<file path="src/rtl/rv_isa_pkg.sv">
// Shared RV32I encoding constants and the request-kind enumeration
// used by the instruction encoder.
package rv_isa_pkg;

    typedef enum logic [1:0] {
        KIND_ADD  = 2'd0,
        KIND_SUB  = 2'd1,
        KIND_ADDI = 2'd2,
        KIND_RSVD = 2'd3
    } kind_e;

    localparam logic [6:0] OP_RTYPE = 7'b0110011;
    localparam logic [6:0] OP_ITYPE = 7'b0010011;
    localparam logic [2:0] F3_ADD   = 3'b000;
    localparam logic [6:0] F7_ADD   = 7'b0000000;
    localparam logic [6:0] F7_SUB   = 7'b0100000;

    // Queue word: {illegal flag, 32-bit instruction}
    localparam int ENC_W = 33;

endpackage

</file>
<file path="src/rtl/rv_enc_fifo.sv">
// Circular FIFO holding encoded words; flush clears it synchronously and
// wins over push/pop. The head reads as zero while the queue is empty.
module rv_enc_fifo #(
    parameter int DEPTH  = 4,
    parameter int DATA_W = 33
) (
    input  logic              clk,
    input  logic              rst_n,
    input  logic              flush,
    input  logic              i_push,
    input  logic [DATA_W-1:0] i_data,
    input  logic              i_pop,
    output logic              o_full,
    output logic              o_valid,
    output logic [DATA_W-1:0] o_data
);

    localparam int PTR_W = (DEPTH > 1) ? $clog2(DEPTH) : 1;
    localparam int CNT_W = $clog2(DEPTH + 1);
    localparam logic [CNT_W-1:0] FULL_CNT = CNT_W'(DEPTH);
    localparam logic [PTR_W-1:0] LAST_PTR = PTR_W'(DEPTH - 1);

    logic [DATA_W-1:0] r_mem [DEPTH];
    logic [PTR_W-1:0]  r_wptr;
    logic [PTR_W-1:0]  r_rptr;
    logic [CNT_W-1:0]  r_cnt;

    logic w_push;
    logic w_pop;

    function automatic logic [PTR_W-1:0] next_ptr(input logic [PTR_W-1:0] p);
        return (p == LAST_PTR) ? '0 : p + 1'b1;
    endfunction

    // Fullness is judged before any same-cycle pop, so a full queue stays closed
    assign w_push  = i_push && (r_cnt != FULL_CNT) && !flush;
    assign w_pop   = i_pop && (r_cnt != '0) && !flush;
    assign o_full  = (r_cnt == FULL_CNT);
    assign o_valid = (r_cnt != '0);
    assign o_data  = o_valid ? r_mem[r_rptr] : '0;

    always_ff @(posedge clk or negedge rst_n) begin
        if (!rst_n) begin
            r_wptr <= '0;
            r_rptr <= '0;
            r_cnt  <= '0;
        end else if (flush) begin
            r_wptr <= '0;
            r_rptr <= '0;
            r_cnt  <= '0;
        end else begin
            if (w_push) r_wptr <= next_ptr(r_wptr);
            if (w_pop)  r_rptr <= next_ptr(r_rptr);
            case ({w_push, w_pop})
                2'b10:   r_cnt <= r_cnt + 1'b1;
                2'b01:   r_cnt <= r_cnt - 1'b1;
                default: r_cnt <= r_cnt;
            endcase
        end
    end

    always_ff @(posedge clk) begin
        if (w_push) r_mem[r_wptr] <= i_data;
    end

endmodule

</file>
<file path="src/rtl/rv_instr_encoder.sv">
// RV32I ADD/SUB/ADDI encoder feeding a DEPTH-word output queue.
// Macro RV_ENC_ITYPE_EN enables ADDI encoding; otherwise kind 2 is illegal.
module rv_instr_encoder
    import rv_isa_pkg::*;
#(
    parameter int DEPTH = 4
) (
    input  logic        clk,
    input  logic        rst_n,
    input  logic        flush,
    input  logic        in_valid,
    output logic        in_ready,
    input  logic [1:0]  in_kind,
    input  logic [4:0]  in_rd,
    input  logic [4:0]  in_rs1,
    input  logic [4:0]  in_rs2,
    input  logic [11:0] in_imm,
    output logic        out_valid,
    input  logic        out_ready,
    output logic [31:0] out_code,
    output logic        out_illegal,
    output logic [7:0]  illegal_cnt
);

    kind_e             w_kind;
    logic [31:0]       w_code;
    logic              w_illegal;
    logic              w_push;
    logic              w_full;
    logic [ENC_W-1:0]  w_head;
    logic [7:0]        r_illegal_cnt;

    assign w_kind = kind_e'(in_kind);

    always_comb begin
        w_code    = '0;
        w_illegal = 1'b0;
        case (w_kind)
            KIND_ADD: w_code = {F7_ADD, in_rs2, in_rs1, F3_ADD, in_rd, OP_RTYPE};
            KIND_SUB: w_code = {F7_SUB, in_rs2, in_rs1, F3_ADD, in_rd, OP_RTYPE};
`ifdef RV_ENC_ITYPE_EN
            KIND_ADDI: w_code = {in_imm, in_rs1, F3_ADD, in_rd, OP_ITYPE};
`endif
            default: w_illegal = 1'b1;
        endcase
    end

`ifndef RV_ENC_ITYPE_EN
    logic w_unused_imm;
    assign w_unused_imm = ^in_imm;
`endif

    assign in_ready = !w_full;
    // A flushed request is dropped, so it neither enters the queue nor counts
    assign w_push   = in_valid && !w_full && !flush;

    rv_enc_fifo #(
        .DEPTH  (DEPTH),
        .DATA_W (ENC_W)
    ) u_fifo (
        .clk     (clk),
        .rst_n   (rst_n),
        .flush   (flush),
        .i_push  (w_push),
        .i_data  ({w_illegal, w_code}),
        .i_pop   (out_ready),
        .o_full  (w_full),
        .o_valid (out_valid),
        .o_data  (w_head)
    );

    assign out_code    = w_head[31:0];
    assign out_illegal = w_head[32];
    assign illegal_cnt = r_illegal_cnt;

    always_ff @(posedge clk or negedge rst_n) begin
        if (!rst_n) begin
            r_illegal_cnt <= '0;
        end else if (w_push && w_illegal && (r_illegal_cnt != 8'hFF)) begin
            r_illegal_cnt <= r_illegal_cnt + 1'b1;
        end
    end

endmodule

</file>
<file path="config.mk">
export PLATFORM = sky130hd
export DESIGN_NAME = rv_instr_encoder
export DESIGN_NICKNAME = d
export VERILOG_FILES = /design/src/rtl/rv_isa_pkg.sv /design/src/rtl/rv_enc_fifo.sv /design/src/rtl/rv_instr_encoder.sv
export SDC_FILE = /design/constraint.sdc
export NUM_CORES = 1
export LEC_CHECK = 0
export CORE_ASPECT_RATIO = 0.5
export CORE_MARGIN = 4
export CORE_UTILIZATION = 56
export DETAILED_ROUTE_END_ITERATION = 8
export PLACE_DENSITY = 0.85
export SETUP_SLACK_MARGIN = 0.5
export SYNTH_ARGS = -nofsm -noshare
export SYNTH_HDL_FRONTEND = slang
export SYNTH_SLANG_ARGS = --single-unit
</file>
<file path="constraint.sdc">
create_clock -name clk -period 4.6 [get_ports clk]
set_clock_uncertainty 0.2 [all_clocks]
set_input_delay 0.92 -clock clk [delete_from_list [all_inputs] [get_ports clk]]
set_output_delay 0.92 -clock clk [all_outputs]
set_load 0.03 [all_outputs]
</file>
==> metrics.txt, run 1 <==
status=complete, no violations; Syn. warnings=0; Final Max Slew Viols=0; vias in the first global route=2,279; FF-to-FF End=u_fifo.r_cnt[2]$_DFFE_PN0P_; crit path launch type=register; number of flops mapped to enable cells by yosys=72; WHS=0.3802 ns; WS Path Type=reg2out; Antenna diodes=0; DIE HEIGHT=67.90 µm; Reg clk slew, reported paths=0.06 ns; Unique masters post-synth=46; initial antenna violation count=0; beginning of the worst hold path=illegal_cnt[0]$_DFFE_PN0P_; part of the power in registers=0.476; Primary FF master, synth=edfxtp_1; path depth of the worst reg2reg path=6; Hold Path Stages=1; top cells by area, synth=edfxtp_1 (54%), mux4_2 (10%), dfrtp_1 (9.3%); first-pass GRT wire length=11,580 µm; crit-path max FO=12; fmax=266.4 MHz; post-layout util=0.7046; synthesized flop and latch total=87; CP max stage delay=0.73 ns; Num CTS Buffers=9; register area share after synthesis=0.6314; Min-Delay Path Class=reg2reg; Mapped Area=0.004019 mm²; IO buf count=52; total power=0.002002 W; commonest cells in the netlist=edfxtp_1 (72), nor2b_1 (31), mux4_2 (18), buf_4 (17), dfrtp_1 (15); clock share of power=0.320; clk_lat worst skew=0.34 ns; count leader, synth=edfxtp_1; WP data arrival=2.63 ns; DPL Wire Length=4679 µm; via count=2,236; Multi-input gate area=0.001295 mm²; r2r startpoint=u_fifo.r_cnt[1]$_DFFE_PN0P_; grt ovf=0; CP required=3.48 ns; TritonCTS clock tree=built; Tot GR Track Use=0.1812; Critical-path top delay cell=dfrtp_1; Layout area overhead=19.77%; Die Wd=127.8 µm; Filler cells=443; leading area contributor after synthesis=edfxtp_1; io pins=77; Fin. Hold Viols=0; RSZ-0062 raised after global routing=false; CTS resizes=0; die area=0.008678 mm²; H-tree depth=3; ys async rst share=0.1724; average size of a mapped cell=15.58 µm²; worst-margin pin slew=0.9086 ns; Logic pwr share=0.204; leak pwr=1.672 nW; Initial Utilization=0.5883; largest net degree at the start of global routing=24; Post-Place Cell Area=0.004551 mm²; area taken by flip-flops and latches=0.002537 mm²; Hold EP=illegal_cnt[0]$_DFFE_PN0P_; met2 Usage GRT=0.3092; WL per Instance=17.30 µm; Max Buffers Root-to-Sink=2; gpl congestion=0.8134; switching share of power=0.2795; CP endpoint kind=output port; GRT met3 Usage=0.05456; row cnt=21; cell family with the largest share of critical-path delay=buffers and inverters; 1st-pass router iterations=4; CP bufs+invs=2; worst vdd ir=0.3387 mV; Int Power=0.001443 W; Vias per Instance=5.507; setup bufs post-CTS=0; maxcap violations=0; post-synth top area share=0.5380; crit path time final=3.753 ns; M1 GR Usage=0.2213; Root Buffer=clkbuf_16; Syn Inst Count=258; # setup viols final=0; Core Area=0.006832 mm²; Slew HR=0.3943; DRC errors left=0; final period utilization=0.8159; CTS hold repair buffers=0; Sinks on Clock Net=87; antenna-violating nets left=0; CP cell instances=buf_4 -> mux4_2 -> nor2b_1 -> clkdlybuf4s50_1; R2R setup slack=1.92 ns; PwrDens=416.0 mW/mm²; Routed WL=7025 µm; TNS Setup=0 ns; fin nets=351; Post-Layout Inst Area=0.004813 mm²; First DRT Iteration DRCs=204; Switch Pwr=0.0005597 W; share of layout cells above drive strength 1=0.1497; GRT busiest layer=met2
[sequential cells by signal, summed over array words and instances, names as in the netlist]
| signal | cells |
|---|---|
| illegal_cnt | 8 |
| u_fifo.r_mem | 72 |
| u_fifo.r_rptr | 2 |
| u_fifo.r_wptr | 2 |
| u_fifo.r_cnt | 3 |
[through the flow]
stage,instances,setup slack (ns)
6_report,406,0.8468
5_1_grt,406,0.6606
4_1_cts,406,0.7699
3_5_place_dp,391,1.156
3_3_place_gp,391,1.201
2_1_floorplan,269,1.918
[worst reg2reg max path, delay by kind of cell (launching register included)]
family | cells | cell delay (ns)
AO/OA/AOI/OAI | 3 | 0.89
flip-flops | 1 | 0.53
AND/OR/NAND/NOR | 2 | 0.58
adder cells (fa/ha/maj) | 1 | 0.40
[cell type report]
| type | count | area share |
|---|---|---|
| clock buffers | 9 | 0.04679 |
| clock inverters | 6 | 0.007798 |
| inverters | 6 | 0.004679 |
| multi-input cells | 146 | 0.2690 |
| flip-flops and latches | 87 | 0.5272 |
| well taps | 92 | 0.02391 |
| repair buffers | 60 | 0.1206 |
[per-layer routing]
metal  part of all wire  vias to the layer above
met5                  0                        -
met4              0.019                        0
met3              0.067                       13
met2               0.50                       81
met1               0.42                     1090
li1                   -                     1052
[cell families (layout without fill, tap and decap cells)]
kind of cell / count (synthesis) / count (layout) / share of synthesized area
fa+ha+maj: 7 / 7 / 0.02366
mux: 25 / 25 / 0.1202
compound gates: 20 / 20 / 0.03456
simple gates: 79 / 79 / 0.1261
buf+inv: 36 / 81 / 0.05666
xor+xnor: 3 / 3 / 0.006539
flops: 87 / 87 / 0.6314
other cells: 1 / 12 / 0.0009331
[power by group through the flow]
stage               Combinational (W)  Clock (W)  Sequential (W)
CTS                          0.000415   0.000655        0.000954
finish                       0.000409   0.000640        0.000953
global placement             0.000405          0        0.000962
detailed placement           0.000413          0        0.000969
floorplan                    0.000251          0        0.000983
global route                 0.000438   0.000693        0.000962
[worst max-delay path by stage]
stage | from | endpoint | cells after the start
2_1_floorplan | u_fifo.r_rptr[0]$_DFFE_PN0P_ | out_code[1] | 4
3_3_place_gp | u_fifo.r_rptr[0]$_DFFE_PN0P_ | out_illegal | 4
3_5_place_dp | u_fifo.r_rptr[0]$_DFFE_PN0P_ | out_code[16] | 4
4_1_cts | u_fifo.r_rptr[0]$_DFFE_PN0P_ | out_illegal | 4
5_1_grt | u_fifo.r_rptr[0]$_DFFE_PN0P_ | out_illegal | 4
6_report | u_fifo.r_rptr[0]$_DFFE_PN0P_ | out_illegal | 4
[cell usage in the layout, fill, tap and decap left out, types with 4 or more instances in the layout]
cell type / Yosys / routed
buf_4: 17 / 8
o21ai_0: 5 / 5
nand2_1: 7 / 7
conb_1: 1 / 12
clkdlybuf4s50_1: 0 / 52
clkbuf_16: 0 / 9
nor2_1: 5 / 5
and2b_1: 4 / 4
dfrtp_1: 15 / 15
mux4_2: 18 / 18
edfxtp_1: 72 / 72
inv_1: 6 / 6
nor2b_1: 31 / 31
and2_1: 5 / 5
ha_1: 6 / 6
nand3_1: 7 / 7
No activity file was read; power rests on OpenSTA's default activity.
==> inputs of run 2 (changes only) <==
--- a/config.mk
+++ b/config.mk
@@ -7,9 +7,9 @@
 export LEC_CHECK = 0
 export CORE_ASPECT_RATIO = 0.5
 export CORE_MARGIN = 4
-export CORE_UTILIZATION = 56
+export CORE_UTILIZATION = 47
 export DETAILED_ROUTE_END_ITERATION = 8
-export PLACE_DENSITY = 0.85
+export PLACE_DENSITY = 0.76
 export SETUP_SLACK_MARGIN = 0.5
 export SYNTH_ARGS = -nofsm -noshare
 export SYNTH_HDL_FRONTEND = slang
==> constraint.sdc (replaced) <==
create_clock -name clk -period 3.08 [get_ports clk]
set_clock_uncertainty 0.2 [all_clocks]
set_input_delay 0.616 -clock clk [delete_from_list [all_inputs] [get_ports clk]]
set_output_delay 0.616 -clock clk [all_outputs]
set_load 0.03 [all_outputs]
==> run 2 against run 1 <==
Sequential cell count did not move. Wire length rose by 16%. Core utilization fell by 8.3 points. Cell count rose by 7.9%. Cell area rose by 5.2%. Setup slack got worse by 0.45 ns. Sequential power rose by 48%. Hold slack got worse by 0.028 ns. Combinational power rose by 72%. Critical path depth rose by 1. Highest routed layer unchanged.
==> metrics.txt, run 2 (synthesis gave the netlist of run 1 again) <==
via count=2,368; Initial Utilization=0.4935; initial antenna violation count=0; CP required=2.26 ns; Hold EP=illegal_cnt[0]$_DFFE_PN0P_; Max Buffers Root-to-Sink=2; gpl congestion=0.8558; Post-Layout Inst Area=0.005064 mm²; Switch Pwr=0.0009113 W; RSZ-0062 raised after global routing=true; fin nets=362; commonest non-fill, non-tap cell in the layout=edfxtp_1; WP data arrival=1.87 ns; PwrDens=633.3 mW/mm²; # placed instances=416; Sinks on Clock Net=87; crit-path max FO=6; worst vdd ir=0.4132 mV; leak pwr=1.844 nW; io pins=77; max reg flops=72; WL per Instance=18.54 µm; share of layout cells above drive strength 1=0.2914; Core Area=0.008144 mm²; Layout area overhead=26.00%; commonest cells after routing, fill and taps aside=edfxtp_1 (72), clkdlybuf4s50_1 (29), nor2b_1 (23); TNS Setup=0 ns; die area=0.01018 mm²; switching share of power=0.2842; antenna-violating nets left=0; grt ovf=0; Hold Path Stages=1; Antenna diodes=0; r2r startpoint=u_fifo.r_cnt[1]$_DFFE_PN0P_; clock share of power=0.341; crit-path most repeated cell=buf_6; worst-margin pin slew=0.7107 ns; Root Buffer=clkbuf_16; WS Path Type=reg2out; R2R setup slack=0.73 ns; Vias per Instance=5.406; status=complete, no violations; fmax=372.4 MHz; # setup viols final=0; CP cell instances=buf_6 -> buf_12 -> mux4_2 -> and2b_2 -> buf_6; DPL Wire Length=4804 µm; final period utilization=0.8719; Post-Place Cell Area=0.004611 mm²; Slew HR=0.5247; TritonCTS clock tree=built; H-tree depth=3; Routed WL=8120 µm; Min-Delay Path Class=reg2reg; CP max stage delay=0.48 ns; worst setup path start=u_fifo.r_rptr[0]$_DFFE_PN0P_; IO buf count=52; largest net degree at the start of global routing=22; crit path time final=2.686 ns; DIE HEIGHT=73.39 µm; Final Max Slew Viols=0; part of the power in registers=0.440; FF-to-FF End=u_fifo.r_cnt[2]$_DFFE_PN0P_; crit path launch type=register; Fin. Hold Viols=0; vias in the first global route=2,498; Tot GR Track Use=0.1676; Int Power=0.002296 W; CP endpoint kind=output port; clk_lat worst skew=0.34 ns; maxcap violations=0; Logic pwr share=0.219; row cnt=23; DRC errors left=0; Top reg by flops=u_fifo.r_mem; Reg clk slew, reported paths=0.06 ns; first-pass GRT wire length=12,840 µm; Die Wd=138.8 µm; Critical-path top delay cell=mux4_2; Post-Layout Cell Count=438; path depth of the worst reg2reg path=6; beginning of the worst hold path=illegal_cnt[0]$_DFFE_PN0P_; Num CTS Buffers=9; First DRT Iteration DRCs=140; CTS hold repair buffers=0; 1st-pass router iterations=4
-- run 2: worst max-delay path by stage --
stage | endpoint | cells after the start
floorplan | u_fifo.r_cnt[2]$_DFFE_PN0P_ | 9
global placement | out_code[1] | 4
detailed placement | out_code[5] | 4
CTS | out_code[5] | 5
global route | out_code[5] | 5
finish | out_code[5] | 5
-- run 2: metrics by stage --
stage / total power, W / hold WS, ns / worst slack [ns] / util
6_report: 0.003207 / 0.3521 / 0.3945 / 0.6218
3_3_place_gp: 0.002053 / 0.3294 / 0.3500 / 0.5661
3_5_place_dp: 0.002074 / 0.3439 / 0.3051 / 0.5661
2_1_floorplan: 0.001843 / 0.1204 / 0.5967 / -
4_1_cts: 0.003158 / 0.3561 / 0.3893 / 0.5995
5_1_grt: 0.003342 / 0.4055 / 0.3320 / 0.6218
-- run 2: what timing repair did --
action / in CTS / in global routing
setup endpoints to repair: 24 / 24
cloned: 0 / 1
gates resized for setup: 114 / 55
buffers inserted: 4 / 1
-- run 2: power groups by stage --
stage	registers [W]	logic [W]	clock network, W
3_3_place_gp	0.00143	0.000627	0
5_1_grt	0.00143	0.000749	0.00117
2_1_floorplan	0.00147	0.000375	0
6_report	0.00141	0.000702	0.00109
3_5_place_dp	0.00143	0.000642	0
4_1_cts	0.00141	0.000631	0.00112
-- run 2: cell type report --
type | count | area, µm²
fill | 580 | 3080
sequential | 87 | 2541
multi-input combinational | 146 | 1363
timing repair buffer | 71 | 691.9
clock buffer | 9 | 225.2
tap | 112 | 140.1
clock inverter | 7 | 80.08
inverter | 6 | 22.52
-- run 2: critical path, delay by kind of cell, from the launching register on --
family	cells	cell delay (ns)
mux	1	0.48
buf+inv	3	0.42
flops	1	0.39
simple gates	1	0.25
-- run 2: layer usage --
layer  vias up  part of all wire  GRT usage
met5         -                 0          0
met4         0             0.018    0.05423
met3        12             0.057    0.06632
met2        73              0.51     0.3036
met1      1211              0.41     0.1858
li1       1072                 -          -
